$ cat src/rtl/pll_div_pkg.sv
// Shared types and helpers for the PLL clock-divider bank.
package pll_div_pkg;

   typedef enum logic [1:0] {IDLE, RUN, DRAIN} ch_state_t;

   localparam int unsigned DIV_MIN = 2;

   // Number of high cycles in a period of n input clocks (ceil(n/2)).
   function automatic int unsigned half_hi(input int unsigned n);
      return (n + 1) >> 1;
   endfunction

endpackage

$ cat src/rtl/pll_div_ch.sv
// One divider channel: run/drain FSM, phase counter, shadowed ratio and status flags.
module pll_div_ch
   import pll_div_pkg::*;
#(
   parameter int unsigned CNT_W    = 8,
   parameter int unsigned DIV_INIT = 2
) (
   input  logic             CLK_IN,
   input  logic             RESET_N,
   input  logic             LOCK,
   input  logic             SYNC,
   input  logic             CH_EN,
   input  logic             DIV_LOAD,
   input  logic [CNT_W-1:0] DIV_VAL,
   output logic             CLK_DIV,
   output logic             CE_PULSE,
   output logic             DIV_ACK,
   output logic             DIV_ERR
);

   ch_state_t        state;
   logic [CNT_W-1:0] cnt;
   logic [CNT_W-1:0] active;
   logic [CNT_W-1:0] shadow;
   logic             pending;
   logic             last;
   logic             apply;
   logic             illegal;
   logic             hi_next;

   always_comb begin
      last    = (state != IDLE) && (cnt == active - CNT_W'(1));
      illegal = (DIV_VAL < CNT_W'(DIV_MIN));
      hi_next = (32'(cnt) + 32'd1) < half_hi(32'(active));
      apply   = pending && ((state == IDLE) ||
                            (LOCK && (last || (SYNC && state == RUN))));
   end

   always_ff @(posedge CLK_IN) begin
      if (!RESET_N) begin
         state    <= IDLE;
         cnt      <= '0;
         active   <= CNT_W'(DIV_INIT);
         shadow   <= CNT_W'(DIV_INIT);
         pending  <= 1'b0;
         CLK_DIV  <= 1'b0;
         CE_PULSE <= 1'b0;
         DIV_ACK  <= 1'b0;
         DIV_ERR  <= 1'b0;
      end else begin
         CE_PULSE <= 1'b0;
         DIV_ACK  <= 1'b0;
         if (!LOCK) begin
            state   <= IDLE;
            cnt     <= '0;
            CLK_DIV <= 1'b0;
         end else begin
            case (state)
               IDLE: begin
                  if (CH_EN) begin
                     state    <= RUN;
                     cnt      <= '0;
                     CLK_DIV  <= 1'b1;
                     CE_PULSE <= 1'b1;
                  end
               end
               RUN: begin
                  if (SYNC || (last && CH_EN)) begin
                     cnt      <= '0;
                     CLK_DIV  <= 1'b1;
                     CE_PULSE <= 1'b1;
                  // enable dropped on the final count: the period is already complete
                  end else if (last) begin
                     state   <= IDLE;
                     cnt     <= '0;
                     CLK_DIV <= 1'b0;
                  end else begin
                     cnt     <= cnt + CNT_W'(1);
                     CLK_DIV <= hi_next;
                     if (!CH_EN) state <= DRAIN;
                  end
               end
               DRAIN: begin
                  if (last) begin
                     state   <= IDLE;
                     cnt     <= '0;
                     CLK_DIV <= 1'b0;
                  end else begin
                     cnt     <= cnt + CNT_W'(1);
                     CLK_DIV <= hi_next;
                  end
               end
               default: state <= IDLE;
            endcase
         end
         // a load in the apply cycle overrides the pending clear, so it waits for the next wrap
         if (apply) begin
            active  <= shadow;
            pending <= 1'b0;
            DIV_ACK <= 1'b1;
         end
         if (DIV_LOAD) begin
            shadow  <= illegal ? CNT_W'(DIV_MIN) : DIV_VAL;
            pending <= 1'b1;
            if (illegal) DIV_ERR <= 1'b1;
         end
      end
   end

endmodule

$ cat src/rtl/pll_clk_div_bank.sv
// Bank of NUM_CH runtime-programmable clock dividers sharing LOCK and SYNC.
module pll_clk_div_bank
   import pll_div_pkg::*;
#(
   parameter int unsigned NUM_CH   = 4,
   parameter int unsigned CNT_W    = 8,
   parameter int unsigned DIV_INIT = 2
) (
   input  logic                    CLK_IN,
   input  logic                    RESET_N,
   input  logic                    LOCK,
   input  logic                    SYNC,
   input  logic [NUM_CH-1:0]       CH_EN,
   input  logic [NUM_CH-1:0]       DIV_LOAD,
   input  logic [NUM_CH*CNT_W-1:0] DIV_VAL,
   output logic [NUM_CH-1:0]       CLK_DIV,
   output logic [NUM_CH-1:0]       CE_PULSE,
   output logic [NUM_CH-1:0]       DIV_ACK,
   output logic [NUM_CH-1:0]       DIV_ERR
);

   for (genvar i = 0; i < NUM_CH; i++) begin : g_ch
      pll_div_ch #(
         .CNT_W    (CNT_W),
         .DIV_INIT (DIV_INIT)
      ) u_ch (
         .CLK_IN   (CLK_IN),
         .RESET_N  (RESET_N),
         .LOCK     (LOCK),
         .SYNC     (SYNC),
         .CH_EN    (CH_EN[i]),
         .DIV_LOAD (DIV_LOAD[i]),
         .DIV_VAL  (DIV_VAL[i*CNT_W +: CNT_W]),
         .CLK_DIV  (CLK_DIV[i]),
         .CE_PULSE (CE_PULSE[i]),
         .DIV_ACK  (DIV_ACK[i]),
         .DIV_ERR  (DIV_ERR[i])
      );
   end

endmodule
$ cat config.mk
export PLATFORM = sky130hd
export DESIGN_NAME = pll_clk_div_bank
export DESIGN_NICKNAME = d
export VERILOG_FILES = /design/src/rtl/pll_div_pkg.sv /design/src/rtl/pll_div_ch.sv /design/src/rtl/pll_clk_div_bank.sv
export SDC_FILE = /design/constraint.sdc
export NUM_CORES = 1
export LEC_CHECK = 0
export CAP_MARGIN = 20
export CORE_MARGIN = 2
export CORE_UTILIZATION = 45
export DETAILED_ROUTE_END_ITERATION = 7
export MAX_ROUTING_LAYER = met4
export SYNTH_ARGS = -nofsm -noshare
export SYNTH_HDL_FRONTEND = slang
export SYNTH_HIERARCHICAL = 1
export SYNTH_SLANG_ARGS = --single-unit
$ cat constraint.sdc
create_clock -name CLK_IN -period 3.87 [get_ports CLK_IN]
set_input_delay 0.387 -clock CLK_IN [delete_from_list [all_inputs] [get_ports CLK_IN]]
set_output_delay 0.387 -clock CLK_IN [all_outputs]
set_load 0.01 [all_outputs]
== After elaboration in Yosys (flattened, before gate mapping) ==
Index checks and enable logic that the tools add are counted.

* Eq/ne operators: 28
* Reduce and logical (&&, ||, !) cells: 61
* Add/sub/neg operators: 16
* Order comparisons: 8
* Multiplexer cells: 84

{| class="wikitable"
|+ Operators with widths
! kind !! number
|-
| $lt A32 B31 Y1 || 4
|-
| $mux W8 || 16
|-
| $pmux W8 S3 || 4
|-
| $add A8 B1 Y9 const B || 8
|-
| $mux W2 || 20
|-
| $add A8 B1 Y8 const B || 4
|-
| $eq A8 B8 Y1 || 4
|-
| $lt A8 B2 Y1 const B || 4
|-
| $mux W1 || 32
|-
| $sub A8 B1 Y8 const B || 4
|-
| $pmux W2 S3 || 4
|-
| $logic_and A1 B1 Y1 || 20
|-
| $reduce_and A2 Y1 || 9
|-
| $ne A2 B2 Y1 const B || 8
|-
| $reduce_and A4 Y1 || 4
|-
| $reduce_bool A2 Y1 || 8
|-
| $logic_or A1 B1 Y1 || 12
|-
| $ne A3 B2 Y1 const B || 4
|-
| $pmux W1 S3 || 4
|-
| $reduce_bool A3 Y1 || 4
|-
| $eq A2 B1 Y1 const B || 4
|-
| $eq A2 B2 Y1 const B || 4
|-
| $logic_not A2 Y1 || 4
|-
| $ne A2 B1 Y1 const B || 4
|-
| $pmux W1 S2 || 4
|}

* Output and inout port bits: 16
* Word-level logic and storage cells: 233
* Bits in registers: 124

== Longest topological paths before layout ==
Gate-level depths: netlist (run 1).

* Depth after elaboration: 9
* Depth in mapped cells: 11

== Cells and area by module ==
Netlist (run 1), hierarchy kept.

{| class="wikitable"
|+ By module, submodules not included
! module !! area an instance (um^2) !! sequential area each (um^2) !! times used !! cells each
|-
| pll_div_ch at g_ch[0].u_ch ... || 2060.7 || 620.6 || 2 || 249
|-
| pll_div_ch at g_ch[3].u_ch || 2059.5 || 620.6 || 1 || 249
|-
| pll_div_ch at g_ch[2].u_ch || 2009.4 || 620.6 || 1 || 234
|}

== Least setup slack after synthesis (run 1) ==
OpenSTA, ideal clock, no wires.

* Path type: reg2reg
* Start point: reg g_ch[0].u_ch.active[0]
* End point: reg g_ch[0].u_ch.active[0]
* Library setup time: 72 ps
* Slack: 1665 ps
* Buffers on the path: 2
* Data arrival time: 2133 ps
* Period minus slack after synthesis: 2205 ps
* Data required time: 3798 ps
* Cell stages (with the launch flop): 12
* Cell sequence: dfxtp_1 buf_6 inv_1 ha_1 clkbuf_1 xnor2_1 a21oi_1 o211ai_1 nor4_4 nand2_2 a21oi_4 mux2i_1

* Longest elaborated chain between the ends: 7

{| class="wikitable"
|+ Ends and longest elaborated chain
! element !! RTL line !! source
|-
| start, declared || pll_div_ch.sv:23 || <nowiki>logic [CNT_W-1:0] active;</nowiki>
|-
| start signal, assigned || pll_div_ch.sv:43 || <nowiki>active <= CNT_W'(DIV_INIT);</nowiki>
|-
| start signal, assigned || pll_div_ch.sv:98 || <nowiki>active <= shadow;</nowiki>
|-
| $sub A8 B1 Y8 || pll_div_ch.sv:32 || <nowiki>last = (state != IDLE) && (cnt == active - CNT_W'(1));</nowiki>
|-
| $eq A8 B8 Y1 || pll_div_ch.sv:32 ||
|-
| $logic_and A1 B1 Y1 || pll_div_ch.sv:32 ||
|-
| $logic_or A1 B1 Y1 || pll_div_ch.sv:36 || <nowiki>(LOCK && (last || (SYNC && state == RUN))));</nowiki>
|-
| $logic_and A1 B1 Y1 || pll_div_ch.sv:36 ||
|-
| $logic_or A1 B1 Y1 || pll_div_ch.sv:35 || <nowiki>apply = pending && ((state == IDLE) ||</nowiki>
|-
| $logic_and A1 B1 Y1 || pll_div_ch.sv:35 ||
|}

No other way between the ends.
A chain may end at the register's enable or synchronous reset.

== Worst setup path in the final report (run 1) ==
Ends and elaborated chain as after synthesis.

==> results.cfg, run 1 <==
[global_route]
antenna_found_initial = 0
grt_max_degree = 51
grt_usage = 0.190
grt_pass1_vias = 6189
grt_overflow = 0
grt_pass1_wl_um = 29800

[critical_path]
reg2reg_depth = 9
start_kind = register
crit_arrival_ns = 2.86
cp_max_fo = 9
critPathRequiredTime_ns = 4.21
crit_path_end_kind = register
crit_type = register to register

[cells_and_area]
mostFrequentLayoutCells = nand2_1 (137), dfxtp_1 (124), xnor2_1 (62), mux2i_1 (62), clkdlybuf4s50_1 (58)
drive_gt1_frac = 0.0649
area_delta_synth_final_pct = 14.5
final_common_cell = nand2_1
nets = 1104
antennaDiodeCount = 0

[logic_synthesis]
synth_seq_cells = 124
ys_warn_count = 6
synth_edf_count = 0
synth_ff_type = dfxtp_1
ys_types = 61
syn-num-nets = 1081
yosysSeqAreaShare = 0.303
syn_area_um2 = 8190
synthTopCellsByArea = dfxtp_1 (30%), ha_1 (8.6%), mux2i_1 (7.6%)
yosysTopAreaCellShare = 0.303
syn_area_per_cell_um2 = 8.35
synthArstFlopShare = 0
syn_inst = 981
yosysTopAreaCell = dfxtp_1

[die]
die_area_um2 = 19300
initial_core_util = 0.458
core_um2 = 17900
die_h_um = 139
fp.dieW_um = 139
io_pins = 60
rows = 49

[cts]
worstSkewPairLatency_ns = 0.42
cts_made_buffers = 17
htreeDepth = 4
cts_resized = 0
post_cts_buffers = 0
cts_root_buffer = clkbuf_16
cts.sinks = 124
cts_tree = done
clk_pin_slew_ns = 0.06
clockBufferDepth = 2
holdBufCountCts = 0

[sta]
skew_ns = 0.0134
slew-limit-headroom = 0.386
fin_crit_sh = 0.650
slew_violations = 0
setup_violations = 0
fin_crit_ns = 2.51
fin_tns_setup_ns = 0
tightest_slew_ns = 0.913
hold_violations = 0
clock.fmax_ghz = 0.398
rsz0062_at_grt = no
layout_setup_ws_ns = 1.36

[placement]
port_buffers = 59
dp_slack_ns = 1.17
dp_hpwl_um = 12700
gp_congestion = 0.826

[drt]
met3_length_um = 525
top_layer_used = met4
drc = 0
routedWlPerCell_um = 13.9
wl_um = 17300
met2WireLength_um = 7870
ant_nets = 0
drtIter0Drc = 326
dr_total_vias = 6578
drt_pass1_iterations = 5
met1_length_um = 8790
avgViaCountPerCell = 5.28

[pwr]
power_density_nw_per_um2 = 350
ir_drop_mv = 0.334
leakage_uw = 0.00363
power_uw = 3280

[job]
cap_violations = 0

[worst_hold_path]
hold_path_depth = 2
hp-class = input port to register

[outcome]
status = completed
-- where the power goes --
| group | switching, µW | leakage, µW | total, µW | internal, µW |
|---|---|---|---|---|
| Clock | 606 | 0.000271 | 1520 | 917 |
| Combinational | 212 | 0.00235 | 393 | 181 |
| Sequential | 45.3 | 0.00101 | 1370 | 1320 |
| Total | 863 | 0.00363 | 3280 | 2420 |
-- sequential cells by signal, indices dropped and copies added (netlist names) --
register / cells
g_ch.u_ch/DIV_ERR: 4
g_ch.u_ch/cnt: 32
g_ch.u_ch/state: 8
g_ch.u_ch/DIV_ACK: 4
g_ch.u_ch/pending: 4
g_ch.u_ch/CLK_DIV: 4
g_ch.u_ch/CE_PULSE: 4
g_ch.u_ch/shadow: 32
g_ch.u_ch/active: 32
-- metrics by stage --
stage                     utilization  std cells  cell area (µm²)  hold slack (ns)
after CTS                       0.524       1246             9380            0.338
after floorplan                     -        981             8190            0.436
final                           0.524       1246             9380            0.356
after detailed placement        0.492       1214             8810            0.449
after global placement          0.492       1214             8810            0.446
after global routing            0.524       1246             9380            0.366
-- kinds of logic after synthesis --
kind of cell | after synthesis | synth area share
multiplexers | 62 | 0.0758
adder cells (fa/ha/maj) | 56 | 0.0855
XOR/XNOR | 86 | 0.0920
AND/OR/NAND/NOR | 394 | 0.253
buffers and inverters | 90 | 0.0484
AO/OA/AOI/OAI | 169 | 0.142
flip-flops | 124 | 0.303
-- final cells by class --
cell class	count	area, µm²
Clock buffer	19	453
Clock inverter	13	119
Fill cell	1717	8520
Inverter	33	124
Multi-Input combinational cell	767	5310
Sequential cell	124	2480
Tap cell	229	287
Timing Repair Buffer	61	603
-- worst paths after layout --
| path | slack [ns] | endpoint | start |
|---|---|---|---|
| min | 0.36 | g_ch[2].u_ch/active[1] | RESET_N |
| max reg2reg | 1.36 | g_ch[0].u_ch/active[0] | g_ch[0].u_ch/active[0] |
| max | 1.36 | g_ch[0].u_ch/active[0] | g_ch[0].u_ch/active[0] |
| min reg2reg | 0.45 | g_ch[0].u_ch/active[3] | g_ch[0].u_ch/shadow[3] |
-- synth_stat cells, drive strengths merged (14+ instances only) --
master / instances
a21oi: 46
inv: 33
mux2i: 62
nor2b: 56
buf: 15
nand3: 48
dfxtp: 124
xor2: 24
nand2: 140
clkbuf: 42
nor2: 55
ha: 56
nor4: 14
o21ai: 40
xnor2: 62
nor3: 14
and3: 20
-- critical path, cell delays in order, from the launching register on --
cell and delay [ns]:
dfxtp_1 0.48, inv_1 0.08, ha_1 0.29, xnor2_1 0.17, a21oi_1 0.15, o211ai_1 0.14, nor4_4 0.33, nand2_2 0.18
a21oi_4 0.37, mux2i_1 0.24
-- metal layers --
metal,vias to the layer above,track usage
met3,12,0.0407
met4,0,0.0606
met1,3031,0.253
met2,72,0.291
li1,3463,-
met5,-,-
Power figures use the tool's default switching activity.
==> run 2: changes to the inputs <==
- PLACE_DENSITY: not set -> 0.66
- clock period: 3.87 -> 2.3 ns (I/O delays scaled with it)
==> run 2 against run 1 <==
Count of clock-buffer cells in the layout up 1; sequential power up 68%; routed wire length up 4.1%; setup slack worse by 1.2 ns; critical endpoint is now g_ch[2].u_ch/CLK_DIV; clock skew down 0.0054 ns; largest power group unchanged; die area unchanged; critical path type unchanged.
==> results.cfg, run 2 (synthesis results as in run 1) <==
[drt]
wl_um = 18000
avgViaCountPerCell = 5.30
drc = 0
dr_total_vias = 6878
drt_pass1_iterations = 5
drtIter0Drc = 579
routedWlPerCell_um = 13.9
ant_nets = 0

[global_route]
grt_pass1_wl_um = 30400
grt_usage = 0.192
grt_overflow = 0
grt_pass1_vias = 6352
antenna_found_initial = 0
grt_max_degree = 64

[die]
initial_core_util = 0.458
core_um2 = 17900
die_h_um = 139
die_area_um2 = 19300
io_pins = 60
rows = 49
fp.dieW_um = 139

[cts]
cts_root_buffer = clkbuf_16
clk_pin_slew_ns = 0.06
htreeDepth = 4
cts.sinks = 124
holdBufCountCts = 0
worstSkewPairLatency_ns = 0.42
clockBufferDepth = 2
cts_tree = done
cts_made_buffers = 17

[job]
cap_violations = 0

[cells_and_area]
final_common_cell = nand2_1
fillers = 1668
antennaDiodeCount = 0
finish.instance_area_um2 = 9970
mostFrequentLayoutCells = nand2_1 (136), dfxtp_1 (110), mux2i_1 (62), xnor2_1 (59), clkdlybuf4s50_1 (58)
reg_top3 = g_ch.u_ch/active x32, g_ch.u_ch/cnt x32, g_ch.u_ch/shadow x32
final_util = 0.557
area_delta_synth_final_pct = 21.7
drive_gt1_frac = 0.139
nets = 1155

[placement]
dp_hpwl_um = 12700
port_buffers = 59
gp_congestion = 0.806
place_area_um2 = 9170

[sta]
tightest_slew_ns = 0.567
slew-limit-headroom = 0.622
holdWs_ns = 0.256
fin_crit_sh = 0.954
slew_violations = 0
skew_ns = 0.00806
setup_violations = 0
clock.fmax_ghz = 0.456
hold_violations = 0
fin_crit_ns = 2.19

[pwr]
power_density_nw_per_um2 = 575
leakage_uw = 0.00395
ir_drop_mv = 0.516

[critical_path]
crit_path_end_kind = register
crit_arrival_ns = 2.56
cp_max_fo = 4
start_kind = register
critPathRequiredTime_ns = 2.66
crit_type = register to register

[worst_hold_path]
hp-class = input port to register

[outcome]
status = completed
## run 2: layout make-up
| cell class | instances | area [µm²] | share of cell area |
|---|---|---|---|
| repair buffers | 111 | 1020 | 0.102 |
| multi-input cells | 768 | 5440 | 0.546 |
| flip-flops and latches | 124 | 2500 | 0.251 |
| clock inverters | 12 | 138 | 0.0138 |
| clock buffers | 20 | 457 | 0.0458 |
| inverters | 33 | 124 | 0.0124 |
| well taps | 229 | 287 | 0.0288 |
## run 2: power breakdown
group	leakage, µW	internal, µW	switching, µW
Clock	0.000287	1660	1040
Combinational	0.00264	359	382
Sequential	0.00101	2230	71.9
## run 2: worst paths after layout
kind	start	to	slack (ns)	cells past startpoint
worst max-delay path	g_ch[2].u_ch/cnt[4]	g_ch[2].u_ch/CLK_DIV	0.11	9
worst min-delay path	RESET_N	g_ch[2].u_ch/active[1]	0.26	2
worst max register to register	g_ch[2].u_ch/cnt[4]	g_ch[2].u_ch/CLK_DIV	0.11	9
worst min register to register	g_ch[0].u_ch/shadow[3]	g_ch[0].u_ch/active[3]	0.46	2
## run 2: critical path, cell delays in order, from the launching register on
cell and delay [ns]:
dfxtp_2 0.34, and3_1 0.20, and3_1 0.21, nor2b_1 0.15, or2_2 0.29, ha_1 0.22
a211o_1 0.26, o221ai_1 0.16, nand4_1 0.12, a21bo_2 0.20
## run 2: repair_timing
action / in CTS / in global routing
endpoints found under the setup margin: 1 / 64
cloned: 0 / 1
setup buffers: 0 / 5
pin swaps: 0 / 9
gates resized for setup: 1 / 40
## run 2: per-layer routing
metal  part of all wire  global-route usage  up-vias
li1                   -                   -     3575
met1               0.48               0.256     3180
met2               0.47               0.298      107
met3              0.037              0.0425       16
met4              0.010              0.0447        0
met5                  0                   -        -
## run 2: stage by stage
stage	TNS (ns)	setup WS, ns	total power (µW)	cells
floorplan	0	0.0952	2790	981
global placement	0	0.0567	3050	1259
detailed placement	0	0.00613	3050	1259
CTS	0	0.00644	5760	1291
global route	-0.0780	-0.0544	5970	1297
finish	0	0.107	5740	1297
